File: config.mk
export PLATFORM = sky130hd
export DESIGN_NAME = if_id_queue
export DESIGN_NICKNAME = d
export VERILOG_FILES = /design/src/rtl/if_id_queue_pkg.sv /design/src/rtl/if_id_queue_fifo_ptr_ctrl.sv /design/src/rtl/if_id_queue.sv
export SDC_FILE = /design/constraint.sdc
export NUM_CORES = 1
export LEC_CHECK = 0
export ABC_CLOCK_PERIOD_IN_PS = 10700
export CAP_MARGIN = 20
export CORE_ASPECT_RATIO = 1.2
export CORE_MARGIN = 2
export CORE_UTILIZATION = 45
export DETAILED_ROUTE_END_ITERATION = 12
export MAX_ROUTING_LAYER = met4
export PLACE_DENSITY = 0.68
export SLEW_MARGIN = 20
export SYNTH_ARGS = -nofsm -noshare
export SYNTH_HDL_FRONTEND = slang
export SYNTH_HIERARCHICAL = 1
export SYNTH_SLANG_ARGS = --single-unit
File: constraint.sdc
create_clock -name clk -period 10.7 [get_ports clk]
set_input_delay 1.605 -clock clk [delete_from_list [all_inputs] [get_ports clk]]
set_output_delay 1.605 -clock clk [all_outputs]
set_load 0.05 [all_outputs]
File: src/rtl/if_id_queue_pkg.sv
// Shared configuration for the IF/ID instruction queue.
// Optional same-cycle bypass is enabled with the IF_ID_BYPASS_EN macro.
package if_id_queue_pkg;

    localparam int unsigned AddrLen   = 32;
    localparam int unsigned InstLen   = 32;
    localparam int unsigned IfIdDepth = 4;
    localparam logic [31:0] ZeroWord  = 32'h0000_0000;

endpackage

File: src/rtl/if_id_queue_fifo_ptr_ctrl.sv
// Pointer and occupancy control for a power-of-two circular FIFO.
// Owns rd_ptr, wr_ptr and count; usable by any queue built around a plain storage array.
module if_id_queue_fifo_ptr_ctrl
    import if_id_queue_pkg::*;
#(
    parameter  int unsigned DEPTH = IfIdDepth,
    localparam int unsigned PTR_W = $clog2(DEPTH),
    localparam int unsigned CNT_W = $clog2(DEPTH + 1)
) (
    input  logic             clk,
    input  logic             rst,
    input  logic             flush,
    input  logic             push_req,
    input  logic             pop_req,
    output logic [PTR_W-1:0] rd_ptr,
    output logic [PTR_W-1:0] wr_ptr,
    output logic [CNT_W-1:0] count,
    output logic             full_c,
    output logic             empty_c,
    output logic             push_c
);

    logic pop_c;

    // Accept/consume decisions come only from registered occupancy.
    always_comb begin
        full_c  = (count == CNT_W'(DEPTH));
        empty_c = (count == '0);
        push_c  = push_req && !full_c;
        pop_c   = pop_req && !empty_c;
    end

    always_ff @(posedge clk) begin
        if (rst || flush) begin
            rd_ptr <= '0;
            wr_ptr <= '0;
            count  <= '0;
        end else begin
            if (push_c) wr_ptr <= wr_ptr + PTR_W'(1);
            if (pop_c)  rd_ptr <= rd_ptr + PTR_W'(1);
            case ({push_c, pop_c})
                2'b10:   count <= count + CNT_W'(1);
                2'b01:   count <= count - CNT_W'(1);
                default: count <= count;
            endcase
        end
    end

endmodule

File: src/rtl/if_id_queue.sv
// DEPTH-entry {pc, inst} queue between fetch and decode with whole-queue flush.
// Define IF_ID_BYPASS_EN to forward IF straight to ID when the queue is empty.
module if_id_queue
    import if_id_queue_pkg::*;
#(
    parameter int unsigned ADDR_W = AddrLen,
    parameter int unsigned INST_W = InstLen,
    parameter int unsigned DEPTH  = IfIdDepth,
    parameter int unsigned CNT_W  = $clog2(DEPTH + 1)
) (
    input  logic              clk,
    input  logic              rst,
    input  logic              flush,
    input  logic              if_valid,
    input  logic [ADDR_W-1:0] if_pc,
    input  logic [INST_W-1:0] if_inst,
    output logic              if_ready,
    input  logic              id_ready,
    output logic              id_valid,
    output logic [ADDR_W-1:0] id_pc,
    output logic [INST_W-1:0] id_inst,
    output logic [CNT_W-1:0]  count
);

    localparam int unsigned PTR_W = $clog2(DEPTH);

    logic [ADDR_W-1:0] pc_mem   [DEPTH];
    logic [INST_W-1:0] inst_mem [DEPTH];
    logic [PTR_W-1:0]  rd_ptr;
    logic [PTR_W-1:0]  wr_ptr;
    logic              full_c;
    logic              empty_c;
    logic              push_c;
    logic              bypass_c;
    logic              push_req_c;

`ifdef IF_ID_BYPASS_EN
    assign bypass_c = empty_c && if_valid && !flush && !rst;
`else
    assign bypass_c = 1'b0;
`endif

    // A bypassed entry that ID takes this cycle is never stored.
    assign push_req_c = if_valid && !(bypass_c && id_ready);

    if_id_queue_fifo_ptr_ctrl #(
        .DEPTH (DEPTH)
    ) u_fifo_ptr_ctrl (
        .clk      (clk),
        .rst      (rst),
        .flush    (flush),
        .push_req (push_req_c),
        .pop_req  (id_ready),
        .rd_ptr   (rd_ptr),
        .wr_ptr   (wr_ptr),
        .count    (count),
        .full_c   (full_c),
        .empty_c  (empty_c),
        .push_c   (push_c)
    );

    always_ff @(posedge clk) begin
        if (push_c) begin
            pc_mem[wr_ptr]   <= if_pc;
            inst_mem[wr_ptr] <= if_inst;
        end
    end

    always_comb begin
        if_ready = !full_c;
        id_valid = !empty_c;
        id_pc    = ADDR_W'(ZeroWord);
        id_inst  = INST_W'(ZeroWord);
        if (bypass_c) begin
            id_valid = 1'b1;
            id_pc    = if_pc;
            id_inst  = if_inst;
        end else if (!empty_c) begin
            id_pc    = pc_mem[rd_ptr];
            id_inst  = inst_mem[rd_ptr];
        end
    end

endmodule

==> parameters.txt <==
Parameter                              Value

Clocking
  # clock sinks ... roughly 260
  Largest buffer count on any clock path ... 3
  Later-pin clock latency in the skew report ... 0.52 ns
  Hold bufs inserted after CTS ... 0
  TritonCTS clock tree ... yes
  # Post-CTS Setup Buffers ... 0
  Total clock buffers created by CTS ... 26
  Library cell used as clock root buffer ... clkbuf_16
  CTS clock-pin slew for the worst setup and hold paths ... around 0.060 ns
  Resized cells post-CTS ... 0
  H-tree depth ... 1

Floorplan
  Die span in y ... 168 um
  Die X ... 141 um
  Floorplan die area ... 0.0237 mm2
  Top-Level Pins ... roughly 140
  Standard-cell row count ... 60
  Starting utilization of the core area ... 45.5%
  Core ar. ... between 0.02 and 0.025 mm2

Power and ir drop
  Switching power total ... 0.482 mW
  Sw Share ... 21.5%
  Power per Cell Area ... roughly 180 mW/mm2
  Proportion of power drawn by flip-flops and latches ... 51.9%
  Maximum VDD drop ... 142 uV
  P_int ... 1.76 mW
  Leakage power ... approximately 3.8 nW
  Portion of total power attributed to the clock network ... 39.1%
  Logic pwr share ... 9.0%

Critical path
  Setup Crit Path Kind ... reg2out
  Peak fanout along the critical path ... between 60 and 70
  Family with the most delay on the worst path ... buffers and inverters
  Count of buffer and inverter cells on the critical path ... 3
  Arrival time at the worst endpoint ... between 3 and 4 ns
  Startpoint of the worst register-to-register path ... u_fifo_ptr_ctrl/count[0]
  Critical-path top delay cell ... clkdlybuf4s50_1
  Worst EP required ... 9.10 ns
  Capture instance of the worst register-to-register path ... inst_mem[1][11]
  Worst setup EP type ... output port
  Cell chain of the critical path ... buf_16 -> buf_6 -> mux2i_1 -> o22ai_1 -> clkdlybuf4s50_1
  Flop2flop setup slack ... about 8.4 ns
  Largest stage delay, worst path ... 0.85 ns
  Startpoint Class ... flip-flop
  Number of cells traversed by the worst register-to-register path ... 5

Logic synthesis
  Flop and latch count out of synthesis ... 263
  Leading cell types by total area after synthesis ... edfxtp_1 (76%), mux2i_1 (13%), o22ai_1 (4.0%), buf_12 (1.6%), dfxtp_1 (1.4%)
  Area fraction of the dominant cell type after synthesis ... 76.1%
  Synthesized Nets ... 600
  Mapped Avg Cell Area ... roughly 19 um2
  Yosys warning total ... 6
  Proportion of synthesized chip area in sequential cells ... 77.4%
  Cell with the most instances after synthesis ... edfxtp_1
  Most frequent cells after synthesis ... edfxtp_1 (256), mux2i_1 (128), o22ai_1 (64)
  Async SR Flop Fraction ... 0%
  Number of synthesized flops with an enable pin ... 256
  Unique cell type count in the Yosys netlist ... 30
  Synthesized netlist cell count ... ~530
  Mapped cell area ... 0.0101 mm2
  Cell type with the largest total area after synthesis ... edfxtp_1
  Prevailing post-synth register cell ... edfxtp_1

Detailed routing
  Pre-Repair DR Iteration Count ... 4
  Average detailed-routed wire length per instance ... between 20 and 25 um
  DR DRC count ... 0
  Vias post-DR ... around 5,200
  Detail Route Antenna Nets ... 0
  Vias per cell ... 5.34
  Post-detailed-routing wire length ... 19.4 mm
  Starting DRT DRC Count ... between 200 and 300

Cells and area
  Final layout net count ... 743
  Final instance area ... about 0.012 mm2
  Share of cells above drive strength 1 ... 7.11%
  Util after Layout ... 56.0%
  Area growth from synthesis to final layout ... 23.1%

Global route
  First-pass GRT wire length ... 29.7 mm
  Number of antenna violations at the first check in global routing ... 1
  Remaining global-route overflow ... 0
  Overall Global Routing Usage ... 16.5%
  Number of global-route vias before repair ... 5,534
  Pin count of the biggest net entering global routing ... 69

STA
  Setup slack of the critical path after layout ... 5.64 ns
  Slew HR ... 31.2%
  Minimum clock period ... slightly above 5 ns
  Final setup fails ... 0
  Summed negative setup slack over all endpoints ... 0 ns
  Final clock skew ... 0.0199 ns
  Slew at the pin with the worst max-slew slack ... about 1.0 ns
  Endpoints failing hold ... 0
  Setup repair after global routing missed its margin ... false
  Final Hold Slack ... 0.556 ns
  Number of max-slew violations in the final report ... 0
  Part of the cycle the worst path needs ... approximately 47%
  Max Clock Freq ... 197 MHz

Place
  PortBufs ... 137
  Worst slack at placement ... 5.62 ns
  Final RePlAce weighted congestion ... 0.705
  Cell area reported after detailed placement ... 0.0116 mm2
  Detailed Place HPWL ... 10.7 mm

Worst hold path
  Start point of the worst hold path ... u_fifo_ptr_ctrl/wr_ptr[1]
  Min-delay worst type ... reg2reg
  Worst Hold Depth ... 2
  Endpoint of the worst hold-timing path ... u_fifo_ptr_ctrl/wr_ptr[1]

Job
  Maximum Capacitance Violations ... 0

Status
  Status ... finished clean
## sequential cells by signal (all words and copies together) (netlist names)
register	count
pc_mem	128
inst_mem	128
u_fifo_ptr_ctrl/wr_ptr	2
u_fifo_ptr_ctrl/count	3
u_fifo_ptr_ctrl/rd_ptr	2
## metrics by stage
stage	total power [mW]	std cells
finish	2.25	969
global placement	1.39	922
global route	2.32	969
detailed placement	1.39	922
CTS	2.27	967
floorplan	1.31	529
## final cells by class
cell class,count,area [um2]
tap,279,349
fill,1729,9780
inverter,7,26.3
timing repair buffer,144,1450
clock inverter,9,116
multi-input combinational,230,1960
clock buffer,36,709
antenna,1,2.50
sequential,263,7830
## power groups by stage
stage	Clock [mW]	Sequential, mW	Combinational (mW)
global route	0.935	1.17	0.215
finish	0.877	1.17	0.203
detailed placement	0	1.19	0.202
global placement	0	1.19	0.198
floorplan	0	1.19	0.121
CTS	0.899	1.17	0.203
## cell families after synthesis
kind of cell / Yosys count / share of synthesized area (%)
DFF: 263 / 77.4
muxes: 128 / 12.7
AOI/OAI and AO/OA: 74 / 4.49
buffers and inverters: 36 / 3.42
and+or+nand+nor: 24 / 1.47
xor gates and xnor gates: 2 / 0.173
adders and majority gates: 2 / 0.322
## routing by layer
layer	share of wire (%)	track usage, %	wire (um)
met5	0	-	0
met3	4.9	2.62	949
met1	40	19.5	7840
met2	53	29.4	10200
met4	2.0	4.78	384
## worst register-to-register path, stage by stage (launching register included)
cell      delay (ns)
dfxtp_1         0.46
nor3b_2         0.12
nand2b_1        0.18
inv_1           0.11
and3b_4         0.19
buf_4           0.73
## how the worst max path moves through the flow
stage                              start        endpoint  slack, ns  cells after the start
2_1_floorplan                   if_valid  inst_mem[0][0]       3.72                      3
3_3_place_gp   u_fifo_ptr_ctrl/rd_ptr[0]     id_inst[31]       5.69                      4
3_5_place_dp   u_fifo_ptr_ctrl/rd_ptr[0]     id_inst[31]       5.62                      4
4_1_cts        u_fifo_ptr_ctrl/rd_ptr[0]     id_inst[31]       5.08                      4
5_1_grt         u_fifo_ptr_ctrl/count[0]        id_pc[1]       5.43                      5
6_report       u_fifo_ptr_ctrl/rd_ptr[0]     id_inst[25]       5.64                      5
## cell usage in the layout (no fill, tap or decap)
| cell type | count |
|---|---|
| diode_2 | 1 |
| ha_1 | 1 |
| or3_1 | 4 |
| clkbuf_1 | 9 |
| and3b_4 | 1 |
| nor2_1 | 4 |
| buf_4 | 5 |
| o21ai_2 | 1 |
| nor2_4 | 1 |
| or4b_4 | 1 |
| o21ai_0 | 4 |
| nand2b_2 | 1 |
| fa_1 | 1 |
| clkinvlp_4 | 1 |
| buf_6 | 1 |
| nor3b_2 | 2 |
| or2_2 | 1 |
| a21oi_1 | 5 |
| nand2_1 | 4 |
| inv_1 | 7 |
| mux2i_1 | 128 |
| and3_4 | 1 |
| o22ai_1 | 64 |
| nand2b_1 | 1 |
| dfxtp_1 | 6 |
| nor2b_1 | 1 |
| buf_16 | 1 |
| bufinv_16 | 3 |
| clkdlybuf4s50_1 | 137 |
| or2_0 | 1 |
| edfxtp_1 | 256 |
| xor2_1 | 2 |
| nor3_2 | 1 |
| clkinv_1 | 5 |
| dfxtp_4 | 1 |
| clkbuf_16 | 27 |
Note: power is estimated with default switching activity, not from simulation.
==> patch: new RTL, same settings <==
The option `IF_ID_BYPASS_EN` is turned on by a define.
--- a/src/rtl/if_id_queue.sv
+++ b/src/rtl/if_id_queue.sv
@@ -1,5 +1,7 @@
 // DEPTH-entry {pc, inst} queue between fetch and decode with whole-queue flush.
 // Define IF_ID_BYPASS_EN to forward IF straight to ID when the queue is empty.
+`define IF_ID_BYPASS_EN
+
 module if_id_queue
     import if_id_queue_pkg::*;
 #(
Behaviour: not the same (a bounded check fails within 4 cycles, from zero or initial values).
==> patch against the original RTL <==
Routed wire length up 3.9%. Clock skew down 2.9 ps. Die area up 2.5%. Sequential cell count unchanged. Area after synthesis up 2.5%. Sequential power about the same. Total power up 3.1%. Worst setup slack worse by 720 ps. Cell area up 2.5%. Global-route usage up 0.84 points. Critical path type is now primary input to primary output. Largest cell class unchanged. Largest power group unchanged.
==> patch: results (changes against the original RTL) <==
Tmin final 5780 ps (+715 ps); clock skew 17.0 ps (-2.88 ps); commonest cells in the netlist 256 x edfxtp_1, 64 x a22o_1, 60 x mux4_2; CTS Buffer Depth 3 (unchanged); worst r2r path cells 10 (+5); Hold Crit Start u_fifo_ptr_ctrl/count[2]$_SDFFE_PP0P_; Lkg Pwr 4.03 nW (+6.6%); initial DRC count 303 (+13%); largest net degree at the start of global routing 67 (-2.9%); status finished clean; Max stage delay cell, worst path and4bb_4; TritonCTS Buffers 25 (-3.8%); Max stage delay on crit path 970 ps (+120 ps); count of cell types in the netlist 31 (+3.3%); peak supply drop 0.000102 V (-28%); Post-DP HPWL 11600 um (+8.2%); Largest regs inst_mem (128), pc_mem (128), u_fifo_ptr_ctrl/count (3); hold endpoint u_fifo_ptr_ctrl/count[2]$_SDFFE_PP0P_; vias in the first global route 5600 (+1.2%); vias per cell 5.73 (+7.3%); Cell Area, Placed 11900 sq um (+3.1%); GRT Overall Usage 0.174 (+0.00840); routed len/inst 22.3 um (+11%); WP data arrival 4170 ps (+710 ps); n_diodes 0 (-1); Filler Cells Inserted 1677 (-3.0%); post-synthesis sequential area ratio 0.755 (-0.0191); max_slew headroom 0.301 (-0.0113); nets 678 (-8.7%); Placer Congestion 0.720 (+2.2%); Worst R2R Setup Slack 7030 ps (-1400 ps); layout cells sized above 1 0.186 (+0.114); Reg2Reg Capture Point u_fifo_ptr_ctrl/count[2]$_SDFFE_PP0P_; Mapped Nets 536 (-11%)
## patch: area by class of cell
| class | count | area share |
|---|---|---|
| inverters | 7 | 0.00206 |
| multi-input cells | 167 | 0.181 |
| well taps | 279 | 0.0274 |
| clock buffers | 29 | 0.0502 |
| clock inverters | 16 | 0.0141 |
| flip-flops and latches | 263 | 0.614 |
| repair buffers | 143 | 0.111 |
## patch: layer usage
metal,GRT usage,routed length [um],vias up
li1,-,-,2280
met1,0.219,8310,2731
met2,0.303,10600,153
met3,0.0264,1010,17
met4,0.0344,255,0
met5,-,0,-
## patch: power by group
| part | switching [mW] | internal [mW] | leakage, nW |
|---|---|---|---|
| combinational | 0.163 | 0.105 | 1.21 |
| clock | 0.357 | 0.525 | 0.409 |
| sequential | 0.00876 | 1.16 | 2.41 |
## patch: worst max path at each step
stage	from	end	depth (start not counted)
floorplan	rst	inst_mem[0][0]$_DFFE_PP_	7
CTS	rst	id_inst[0]	4
detailed placement	rst	id_inst[0]	4
finish	rst	id_inst[0]	4
global route	rst	id_inst[0]	4
global placement	rst	id_inst[0]	4
## patch: stage by stage
stage / power (mW) / hold slack, ps / instances / utilization
after detailed placement: 1.46 / 566 / 859 / 0.530
after CTS: 2.34 / 576 / 904 / 0.566
final: 2.32 / 557 / 904 / 0.566
after floorplan: 1.36 / 457 / 465 / -
after global routing: 2.39 / 608 / 904 / 0.566
after global placement: 1.45 / 501 / 859 / 0.530
## patch: kinds of logic after synthesis
kind of cell / share of synthesized area
AO/OA/AOI/OAI: 0.0600
flip-flops: 0.755
XOR/XNOR: 0.00169
adder cells (fa/ha/maj): 0.00314
multiplexers: 0.141
AND/OR/NAND/NOR: 0.0150
buffers and inverters: 0.0243
## patch: worst reg2reg max path, delay by kind of cell, from the launching register on
kind | cells | cell delay (ps)
and+or+nand+nor | 4 | 1930
adders and majority gates | 2 | 570
AOI/OAI and AO/OA | 2 | 520
DFF | 1 | 360
xor gates and xnor gates | 1 | 160
buffers and inverters | 1 | 60
